<file path="src/rtl/ahb_params_pkg.sv">
// ahb_params_pkg: AHB-Lite encodings, data-phase tracker states and lane helpers
package ahb_params_pkg;
    typedef enum logic [1:0] {HTRANS_IDLE = 2'b00, HTRANS_BUSY = 2'b01, HTRANS_NONSEQ = 2'b10, HTRANS_SEQ = 2'b11} htrans_t;
    typedef enum logic [1:0] {HRESP_OKAY = 2'b00, HRESP_ERROR = 2'b01} hresp_t;
    typedef enum logic [2:0] {HSIZE_BYTE = 3'd0, HSIZE_HALF = 3'd1, HSIZE_WORD = 3'd2} hsize_t;
    typedef enum logic [2:0] {HBURST_SINGLE = 3'd0} hburst_t;
    typedef enum logic [1:0] {D_IDLE, D_ACT, D_ERR} dstate_t;
    localparam logic [3:0] HPROT_DATA_PRIV = 4'b0011;

    // size code 3 is illegal and promoted to a word transfer
    function automatic hsize_t to_hsize(input logic [1:0] s);
        return s == 2'd0 ? HSIZE_BYTE : s == 2'd1 ? HSIZE_HALF : HSIZE_WORD;
    endfunction

    function automatic logic [31:0] lane_replicate(input logic [31:0] d, input hsize_t s);
        return s == HSIZE_BYTE ? {4{d[7:0]}} : s == HSIZE_HALF ? {2{d[15:0]}} : d;
    endfunction

    function automatic logic [31:0] lane_extract(input logic [31:0] d, input logic [1:0] lo, input hsize_t s);
        logic [31:0] w;
        w = d >> {lo, 3'b000};
        return s == HSIZE_BYTE ? {24'b0, w[7:0]} : s == HSIZE_HALF ? {16'b0, w[15:0]} : w;
    endfunction
endpackage

</file>
<file path="src/rtl/ahb_lite_master_if.sv">
// ahb_lite_master_if: command/response channel plus AHB-Lite master bus signals
interface ahb_lite_master_if #(parameter int ADDR_W = 32, parameter int DATA_W = 32);
    logic              cmd_valid;
    logic              cmd_ready;
    logic              cmd_write;
    logic [ADDR_W-1:0] cmd_addr;
    logic [1:0]        cmd_size;
    logic [DATA_W-1:0] cmd_wdata;
    logic              rsp_valid;
    logic [DATA_W-1:0] rsp_rdata;
    logic              rsp_error;
    logic [ADDR_W-1:0] HADDR;
    logic [1:0]        HTRANS;
    logic              HWRITE;
    logic [2:0]        HSIZE;
    logic [2:0]        HBURST;
    logic [3:0]        HPROT;
    logic [DATA_W-1:0] HWDATA;
    logic [DATA_W-1:0] HRDATA;
    logic              HREADY;
    logic [1:0]        HRESP;

    modport master (
        input  cmd_valid, cmd_write, cmd_addr, cmd_size, cmd_wdata, HRDATA, HREADY, HRESP,
        output cmd_ready, rsp_valid, rsp_rdata, rsp_error,
        output HADDR, HTRANS, HWRITE, HSIZE, HBURST, HPROT, HWDATA
    );
    modport slave (
        output cmd_valid, cmd_write, cmd_addr, cmd_size, cmd_wdata, HRDATA, HREADY, HRESP,
        input  cmd_ready, rsp_valid, rsp_rdata, rsp_error,
        input  HADDR, HTRANS, HWRITE, HSIZE, HBURST, HPROT, HWDATA
    );
endinterface

</file>
<file path="src/rtl/ahb_lite_master.sv">
// ahb_lite_master: pipelined single-transfer AHB-Lite master with in-order responses
// and cancellation of the queued address phase on a two-cycle ERROR.
module ahb_lite_master
    import ahb_params_pkg::*;
#(
    parameter int ADDR_W = 32,
    parameter int DATA_W = 32
) (
    input logic HCLK,
    input logic HRESET,
    ahb_lite_master_if.master bus
);
    dstate_t           r_dstate, w_dstate_nx;
    htrans_t           r_htrans;
    logic [ADDR_W-1:0] r_haddr;
    logic              r_hwrite;
    hsize_t            r_hsize;
    logic [DATA_W-1:0] r_awdata, r_hwdata;
    logic              r_d_write;
    hsize_t            r_d_size;
    logic [1:0]        r_d_lo;
    logic              r_up, r_cancel, r_cxl_rsp;
    logic              r_rsp_valid, r_rsp_error;
    logic [DATA_W-1:0] r_rsp_rdata;
    logic              w_err, w_pend, w_addr_done, w_data_done, w_cancel, w_ready, w_accept, w_rsp_err, w_err_end;

    assign w_err       = bus.HRESP == HRESP_ERROR;
    assign w_pend      = r_htrans == HTRANS_NONSEQ;
    assign w_addr_done = w_pend && bus.HREADY;
    assign w_data_done = r_dstate != D_IDLE && bus.HREADY;
    assign w_err_end   = r_dstate == D_ERR && bus.HREADY;
    assign w_cancel    = r_dstate == D_ACT && !bus.HREADY && w_err && w_pend;
    // r_cancel blocks new commands until the cancelled response has been ordered behind the error
    assign w_ready     = r_up && !r_cancel && (!w_pend || (bus.HREADY && bus.HRESP == HRESP_OKAY));
    assign w_accept    = w_ready && bus.cmd_valid;
    assign w_rsp_err   = r_dstate == D_ERR || w_err;

    always_comb begin
        w_dstate_nx = r_dstate;
        if (r_dstate == D_ACT && !bus.HREADY && w_err) w_dstate_nx = D_ERR;
        else if (r_dstate == D_IDLE || bus.HREADY) w_dstate_nx = w_addr_done ? D_ACT : D_IDLE;
    end

    always_ff @(posedge HCLK or posedge HRESET)
        if (HRESET) r_dstate <= D_IDLE;
        else r_dstate <= w_dstate_nx;

    always_ff @(posedge HCLK or posedge HRESET) begin
        if (HRESET) begin
            r_up        <= 1'b0;
            r_htrans    <= HTRANS_IDLE;
            r_haddr     <= '0;
            r_hwrite    <= 1'b0;
            r_hsize     <= HSIZE_BYTE;
            r_awdata    <= '0;
            r_hwdata    <= '0;
            r_d_write   <= 1'b0;
            r_d_size    <= HSIZE_BYTE;
            r_d_lo      <= '0;
            r_cancel    <= 1'b0;
            r_cxl_rsp   <= 1'b0;
            r_rsp_valid <= 1'b0;
            r_rsp_error <= 1'b0;
            r_rsp_rdata <= '0;
        end else begin
            r_up <= 1'b1;
            if (w_cancel) r_htrans <= HTRANS_IDLE;
            else if (w_accept) begin
                r_htrans <= HTRANS_NONSEQ;
                r_haddr  <= bus.cmd_addr;
                r_hwrite <= bus.cmd_write;
                r_hsize  <= to_hsize(bus.cmd_size);
                r_awdata <= lane_replicate(bus.cmd_wdata, to_hsize(bus.cmd_size));
            end else if (w_addr_done) r_htrans <= HTRANS_IDLE;
            if (w_addr_done) begin
                r_hwdata  <= r_awdata;
                r_d_write <= r_hwrite;
                r_d_size  <= r_hsize;
                r_d_lo    <= r_haddr[1:0];
            end
            r_cancel    <= w_cancel || (r_cancel && !w_err_end);
            r_cxl_rsp   <= r_cancel && w_err_end;
            r_rsp_valid <= w_data_done || r_cxl_rsp;
            r_rsp_error <= w_data_done ? w_rsp_err : r_cxl_rsp;
            r_rsp_rdata <= (w_data_done && !w_rsp_err && !r_d_write) ? lane_extract(bus.HRDATA, r_d_lo, r_d_size) : '0;
        end
    end

    assign bus.cmd_ready = w_ready;
    assign bus.rsp_valid = r_rsp_valid;
    assign bus.rsp_error = r_rsp_error;
    assign bus.rsp_rdata = r_rsp_rdata;
    assign bus.HTRANS    = r_htrans;
    assign bus.HADDR     = r_haddr;
    assign bus.HWRITE    = r_hwrite;
    assign bus.HSIZE     = r_hsize;
    assign bus.HWDATA    = r_hwdata;
    assign bus.HBURST    = HBURST_SINGLE;
    assign bus.HPROT     = HPROT_DATA_PRIV;
endmodule

</file>
<file path="src/flat_wrapper.sv">
// flat-port wrapper written by rule: the top's interface ports become plain ports
module ahb_lite_master_flat import ahb_params_pkg::*;
#(
    parameter int ADDR_W = 32,
    parameter int DATA_W = 32
)
  (HCLK, HRESET, bus_cmd_valid, bus_cmd_write, bus_cmd_addr, bus_cmd_size, bus_cmd_wdata, bus_HRDATA, bus_HREADY, bus_HRESP, bus_cmd_ready, bus_rsp_valid, bus_rsp_rdata, bus_rsp_error, bus_HADDR, bus_HTRANS, bus_HWRITE, bus_HSIZE, bus_HBURST, bus_HPROT, bus_HWDATA);
  ahb_lite_master_if #(.ADDR_W(ADDR_W), .DATA_W(DATA_W)) bus_i ();
  input logic HCLK;
  input logic HRESET;
  input wire logic [$bits(bus_i.cmd_valid)-1:0] bus_cmd_valid;
  input wire logic [$bits(bus_i.cmd_write)-1:0] bus_cmd_write;
  input wire logic [$bits(bus_i.cmd_addr)-1:0] bus_cmd_addr;
  input wire logic [$bits(bus_i.cmd_size)-1:0] bus_cmd_size;
  input wire logic [$bits(bus_i.cmd_wdata)-1:0] bus_cmd_wdata;
  input wire logic [$bits(bus_i.HRDATA)-1:0] bus_HRDATA;
  input wire logic [$bits(bus_i.HREADY)-1:0] bus_HREADY;
  input wire logic [$bits(bus_i.HRESP)-1:0] bus_HRESP;
  output wire logic [$bits(bus_i.cmd_ready)-1:0] bus_cmd_ready;
  output wire logic [$bits(bus_i.rsp_valid)-1:0] bus_rsp_valid;
  output wire logic [$bits(bus_i.rsp_rdata)-1:0] bus_rsp_rdata;
  output wire logic [$bits(bus_i.rsp_error)-1:0] bus_rsp_error;
  output wire logic [$bits(bus_i.HADDR)-1:0] bus_HADDR;
  output wire logic [$bits(bus_i.HTRANS)-1:0] bus_HTRANS;
  output wire logic [$bits(bus_i.HWRITE)-1:0] bus_HWRITE;
  output wire logic [$bits(bus_i.HSIZE)-1:0] bus_HSIZE;
  output wire logic [$bits(bus_i.HBURST)-1:0] bus_HBURST;
  output wire logic [$bits(bus_i.HPROT)-1:0] bus_HPROT;
  output wire logic [$bits(bus_i.HWDATA)-1:0] bus_HWDATA;
  assign bus_i.cmd_valid = bus_cmd_valid;
  assign bus_i.cmd_write = bus_cmd_write;
  assign bus_i.cmd_addr = bus_cmd_addr;
  assign bus_i.cmd_size = bus_cmd_size;
  assign bus_i.cmd_wdata = bus_cmd_wdata;
  assign bus_i.HRDATA = bus_HRDATA;
  assign bus_i.HREADY = bus_HREADY;
  assign bus_i.HRESP = bus_HRESP;
  assign bus_cmd_ready = bus_i.cmd_ready;
  assign bus_rsp_valid = bus_i.rsp_valid;
  assign bus_rsp_rdata = bus_i.rsp_rdata;
  assign bus_rsp_error = bus_i.rsp_error;
  assign bus_HADDR = bus_i.HADDR;
  assign bus_HTRANS = bus_i.HTRANS;
  assign bus_HWRITE = bus_i.HWRITE;
  assign bus_HSIZE = bus_i.HSIZE;
  assign bus_HBURST = bus_i.HBURST;
  assign bus_HPROT = bus_i.HPROT;
  assign bus_HWDATA = bus_i.HWDATA;
  ahb_lite_master #(.ADDR_W(ADDR_W), .DATA_W(DATA_W)) u_core (.HCLK(HCLK), .HRESET(HRESET), .bus(bus_i));
endmodule
</file>
<file path="config.mk">
export PLATFORM = sky130hd
export DESIGN_NAME = ahb_lite_master_flat
export DESIGN_NICKNAME = d
export VERILOG_FILES = /design/src/rtl/ahb_params_pkg.sv /design/src/rtl/ahb_lite_master_if.sv /design/src/rtl/ahb_lite_master.sv /design/src/flat_wrapper.sv
export SDC_FILE = /design/constraint.sdc
export NUM_CORES = 1
export LEC_CHECK = 0
export ABC_AREA = 1
export BUFFER_PORTS_ARGS = -buffer_cell sky130_fd_sc_hd__clkbuf_2
export CAP_MARGIN = 10
export CORE_UTILIZATION = 54
export CTS_BUF_LIST = sky130_fd_sc_hd__clkbuf_16
export DETAILED_ROUTE_END_ITERATION = 8
export GPL_ROUTABILITY_DRIVEN = 0
export HOLD_SLACK_MARGIN = 0.1
export PLACE_DENSITY = 0.85
export SYNTH_ARGS = -nofsm -noshare
export SYNTH_HDL_FRONTEND = slang
export SYNTH_SLANG_ARGS = --single-unit
</file>
<file path="constraint.sdc">
create_clock -name HCLK -period 9.8 [get_ports HCLK]
set_input_delay 1.96 -clock HCLK [delete_from_list [all_inputs] [get_ports HCLK]]
set_output_delay 1.96 -clock HCLK [all_outputs]
set_load 0.01 [all_outputs]
</file>
* Word-level counts from Yosys, hierarchy flattened *
Cells that the tools add are included.

cells by class
  equality and inequality tests = 7
  shift-type cells = 1
  mux-type cells = 14
  bitwise operators = 1
  reductions and logical operators = 34

operators by type and width
  cell                count
  $mux 32             5
  $shr 32x5->32       1
  $logic_and 1x1->1   14
  $mux 2              6
  $eq 2x1->1 const B  3
  $eq 3x1->1 const B  2
  $logic_not 1->1     6
  $logic_not 2->1     3
  $logic_not 3->1     2
  $logic_or 1x1->1    5
  $eq 2x2->1 const B  2
  $reduce_bool 2->1   2
  $mux 3              1
  $reduce_bool 3->1   1
  $mux 1              2
  $reduce_and 2->1    1
  $not 1->1           1

storage, ports and cells
  bits in registers = 147
  input port bits = 105
  output and inout port bits = 112
  logic and storage cells = 73

* Longest topological paths before layout *
  depth in word-level cells = 7
  depth in mapped cells = 8
  mapped depth without buffers = 6

* Worst setup path after synthesis *
OpenSTA, ideal clock, no wires.

  path type = input to output
  from = input port bus_HRESP[0]
  to = output port bus_cmd_ready
  data arrival time = 2.580 ns
  required time = 7.840 ns
  slack = 5.260 ns
  stages on the path = 4
  buffers on the path = 1
  cell sequence = nor2_1 > nand2_1 > a21oi_2 > buf_2

on the way
  word-level cells in the longest chain between the ends = 4

ends and longest elaborated chain
  element             RTL line               source
  start: declaration  flat_wrapper.sv:18     input wire logic [$bits(bus_i.HRESP)-1:0] bus_HRESP;
  $logic_not 2->1     ahb_lite_master.sv:34  assign w_ready = r_up && !r_cancel && (!w_pend || (bus.HREADY && bus.HRESP == HRESP_OKAY));
  $logic_and 1x1->1   ahb_lite_master.sv:34
  $logic_or 1x1->1    ahb_lite_master.sv:34
  $logic_and 1x1->1   ahb_lite_master.sv:34
  end: declaration    flat_wrapper.sv:19     output wire logic [$bits(bus_i.cmd_ready)-1:0] bus_cmd_ready;

Every way passes these cells.

* Worst setup path in the final report *
Same ends and word-level chain as after synthesis.

==> results.json <==
{
  "fin_tns_setup_ps": 0,
  "grt_antenna_before_repair": 0,
  "cts_repair_resize_count": 0,
  "finClkSkew_ps": 7.929,
  "fmaxAchievable_ghz": 0.2081,
  "rsz0062_at_grt": "no",
  "drc": 0,
  "dr_total_vias": 5404,
  "antenna_cells": 0,
  "mappedNetlistArea_um2": 6232,
  "die_area_um2": 11970,
  "report.final.setup_viol": 0,
  "routed_via_density": 5.308,
  "number_of_global_route_vias_before_repair": 5106,
  "yosysTopAreaCellShare_pct": 57.82,
  "power.leakage_uw": 0.004351,
  "relSlewSlack_pct": 34.33,
  "rows": 38,
  "worstPathArrival_ps": 2850,
  "reg2reg_slack_ps": 7330,
  "crit_type": "input port to output port",
  "dpl-instance-area_um2": 7236,
  "grt_usage_pct": 26.63,
  "portBuffers": 207,
  "worst_path_max_stage_delay_ps": 270,
  "yosysUniqueCellTypes": 25,
  "grt_first_pass_wirelength_mm": 24.47,
  "worstHoldPathCells": 2,
  "critical_path.cell_chain": "clkbuf_2, nor2_1, nand2_1, a21oi_2, buf_4, clkbuf_2",
  "final-max-slew-violation-count": 0,
  "worst_path_max_delay_cell": "sky130_fd_sc_hd__buf_4",
  "drv.max_cap_violation_count": 0,
  "ir_drop_mv": 0.1583,
  "total_i_o_pin_count": 217,
  "grt_overflow_total": 0,
  "critical_path.top_delay_family": "buffers and inverters",
  "synthesis.area_per_instance_um2": 9.138,
  "cts_made_buffers": 17,
  "hold_viol": 0,
  "max_slew.worst_pin.slew_ps": 981.6,
  "worstSkewPairLatency_ps": 400,
  "synth.yosys.warnings": 0,
  "post_synth_main_area_contributors": "sky130_fd_sc_hd__dfrtp_1, sky130_fd_sc_hd__nand2_1, sky130_fd_sc_hd__mux2_2, sky130_fd_sc_hd__nand3_1, sky130_fd_sc_hd__nand4_1",
  "post_drt_wl_per_cell_um": 15.00,
  "clock_sinks": 144,
  "synth_cells": 682,
  "seq_area_frac_synth_pct": 57.82,
  "ys_seq_elements": 144,
  "postCtsSetupRepairBufs": 0,
  "worstPathRequired_ps": 7840,
  "ctsHtreeMaxLevel": 4,
  "stdcell_area_um2": 7779,
  "cp.buffers_inverters": 3,
  "worstSetupPathDepth": 6,
  "core_um2": 11030,
  "final_period_minus_worst_setup_slack_ps": 4805,
  "fp.dieW_um": 109.4,
  "final.period_utilization_pct": 49.03,
  "die-height_um": 109.4,
  "grt_max_degree": 82,
  "timing.critical_path.fanout_max": 25,
  "clock_tree.buffer_depth": 2,
  "flow.area_growth_from_synthesis_pct": 24.81,
  "crit_path_frequent_cell": "sky130_fd_sc_hd__clkbuf_2",
  "min_path_type": "register to register",
  "detail_route.iter0.violations": 557,
  "detail_route.wirelength_mm": 15.27,
  "path_clk_slew_ps": 60,
  "netlist.top_cell.by_area": "sky130_fd_sc_hd__dfrtp_1",
  "share_of_cells_above_drive_strength_1_pct": 33.26,
  "initial_utilization_pct": 56.50,
  "tritoncts": "done",
  "clock-root-buffer": "sky130_fd_sc_hd__clkbuf_16",
  "worstSetupStartpointType": "input port",
  "ant_nets": 0,
  "outcome": "finished clean",
  "reg2regPathDepth": 5,
  "cts_hold_repair.buffers": 0,
  "critical_path.endpoint_type": "output port",
  "finish.net_count": 971,
  "pwr_density_cell_nw_per_um2": 270.7,
  "number_of_detailed_routing_iterations_run_before_antenna_repair": 5,
  "hpwlAfterDp_mm": 10.52
}
[layout make-up]
| class | count | area (µm²) |
|---|---|---|
| Inverter | 12 | 50.05 |
| Multi-Input combinational cell | 480 | 2341 |
| Sequential cell | 144 | 3603 |
| Clock buffer | 17 | 425.4 |
| Tap cell | 140 | 175.2 |
| Clock inverter | 14 | 117.6 |
| Timing Repair Buffer | 211 | 1066 |
| Fill cell | 876 | 3252 |
[Yosys cell counts, drive strengths merged]
master / count
a21oi: 11
clkbuf: 16
dfrtp: 144
nand2: 260
nand4: 43
mux2: 35
nor2: 32
inv: 11
clkinv: 1
buf: 38
conb: 2
or2: 8
nand3: 60
nor3: 1
o21ai: 20
[power breakdown]
| part | internal, µW | leakage [µW] | total, µW | switching, µW |
|---|---|---|---|---|
| Combinational | 248 | 0.00224 | 600 | 352 |
| Sequential | 781 | 0.00185 | 914 | 134 |
| Clock | 347 | 0.000261 | 591 | 243 |
| Total | 1380 | 0.00435 | 2110 | 729 |
[layer usage]
layer | track usage [%] | vias to the layer above | routed length (µm)
met1 | 34.72 | 2527 | 6316
met3 | 6.224 | 38 | 1195
met2 | 43.17 | 256 | 7433
met5 | 0 | - | 0
met4 | 10.57 | 0 | 325
li1 | - | 2583 | -
[logic make-up (layout without fill, tap and decap cells)]
group	Yosys count	after routing	synth area share (%)
AOI/OAI and AO/OA	31	31	2.550
buffers and inverters	66	254	5.140
DFF	144	144	57.82
muxes	35	35	6.324
other	2	10	0.1205
and+or+nand+nor	404	404	28.05
[state kept, by name, indices dropped and copies added (netlist names)]
register / flops
u_core.r_up: 1
u_core.bus.HTRANS: 1
u_core.r_cxl_rsp: 1
u_core.r_cancel: 1
u_core.r_dstate: 2
u_core.r_awdata: 32
u_core.r_d_lo: 2
u_core.bus.HSIZE: 2
u_core.bus.HWRITE: 1
u_core.bus.rsp_error: 1
u_core.bus.HADDR: 32
u_core.r_d_size: 2
u_core.r_d_write: 1
u_core.bus.rsp_valid: 1
u_core.bus.HWDATA: 32
u_core.bus.rsp_rdata: 32
[tightest hold or removal path: cells and delay by family (launching register included)]
| kind | cells | cell delay (ps) |
|---|---|---|
| flip-flops | 1 | 340 |
| AND/OR/NAND/NOR | 2 | 100 |
[cells in the final DEF (no fill, tap or decap), types with 9 or more instances in the layout]
cell                        Yosys  final
sky130_fd_sc_hd__a21oi_1       10     10
sky130_fd_sc_hd__nor2_1        31     31
sky130_fd_sc_hd__o21ai_0       19     19
sky130_fd_sc_hd__inv_1          9      9
sky130_fd_sc_hd__nand3_1       58     58
sky130_fd_sc_hd__conb_1         2     10
sky130_fd_sc_hd__clkbuf_2       0    207
sky130_fd_sc_hd__dfrtp_1      144    144
sky130_fd_sc_hd__nand4_1       43     43
sky130_fd_sc_hd__clkbuf_16      0     17
sky130_fd_sc_hd__mux2_2        35     35
sky130_fd_sc_hd__nand2_1      259    258
[final timing paths]
| check | startpoint | endpoint |
|---|---|---|
| setup / recovery | bus_HRESP[0] | bus_cmd_ready |
| hold / removal | u_core.r_awdata[6] | u_core.r_awdata[6] |
| setup reg to reg | u_core.bus.HTRANS[1] | u_core.r_awdata[25] |
| hold reg to reg | u_core.r_awdata[6] | u_core.r_awdata[6] |
| max in group asynchronous | HRESET | u_core.r_awdata[23] |
| min in group asynchronous | HRESET | u_core.bus.HWDATA[18] |
[metrics by stage]
stage | hold WS, ps | util, % | instances | power, µW | setup WS (ps)
final | 469.2 | 70.52 | 1018 | 2106 | 4995
after CTS | 473.9 | 70.52 | 1018 | 2120 | 4976
after detailed placement | 461.0 | 65.60 | 987 | 1524 | 4976
after global placement | 451.8 | 65.60 | 987 | 1499 | 4982
after global routing | 503.7 | 70.52 | 1018 | 2238 | 4885
after floorplan | 429.0 | - | 690 | 1282 | 3974
No activity file was read; power rests on OpenSTA's default activity.
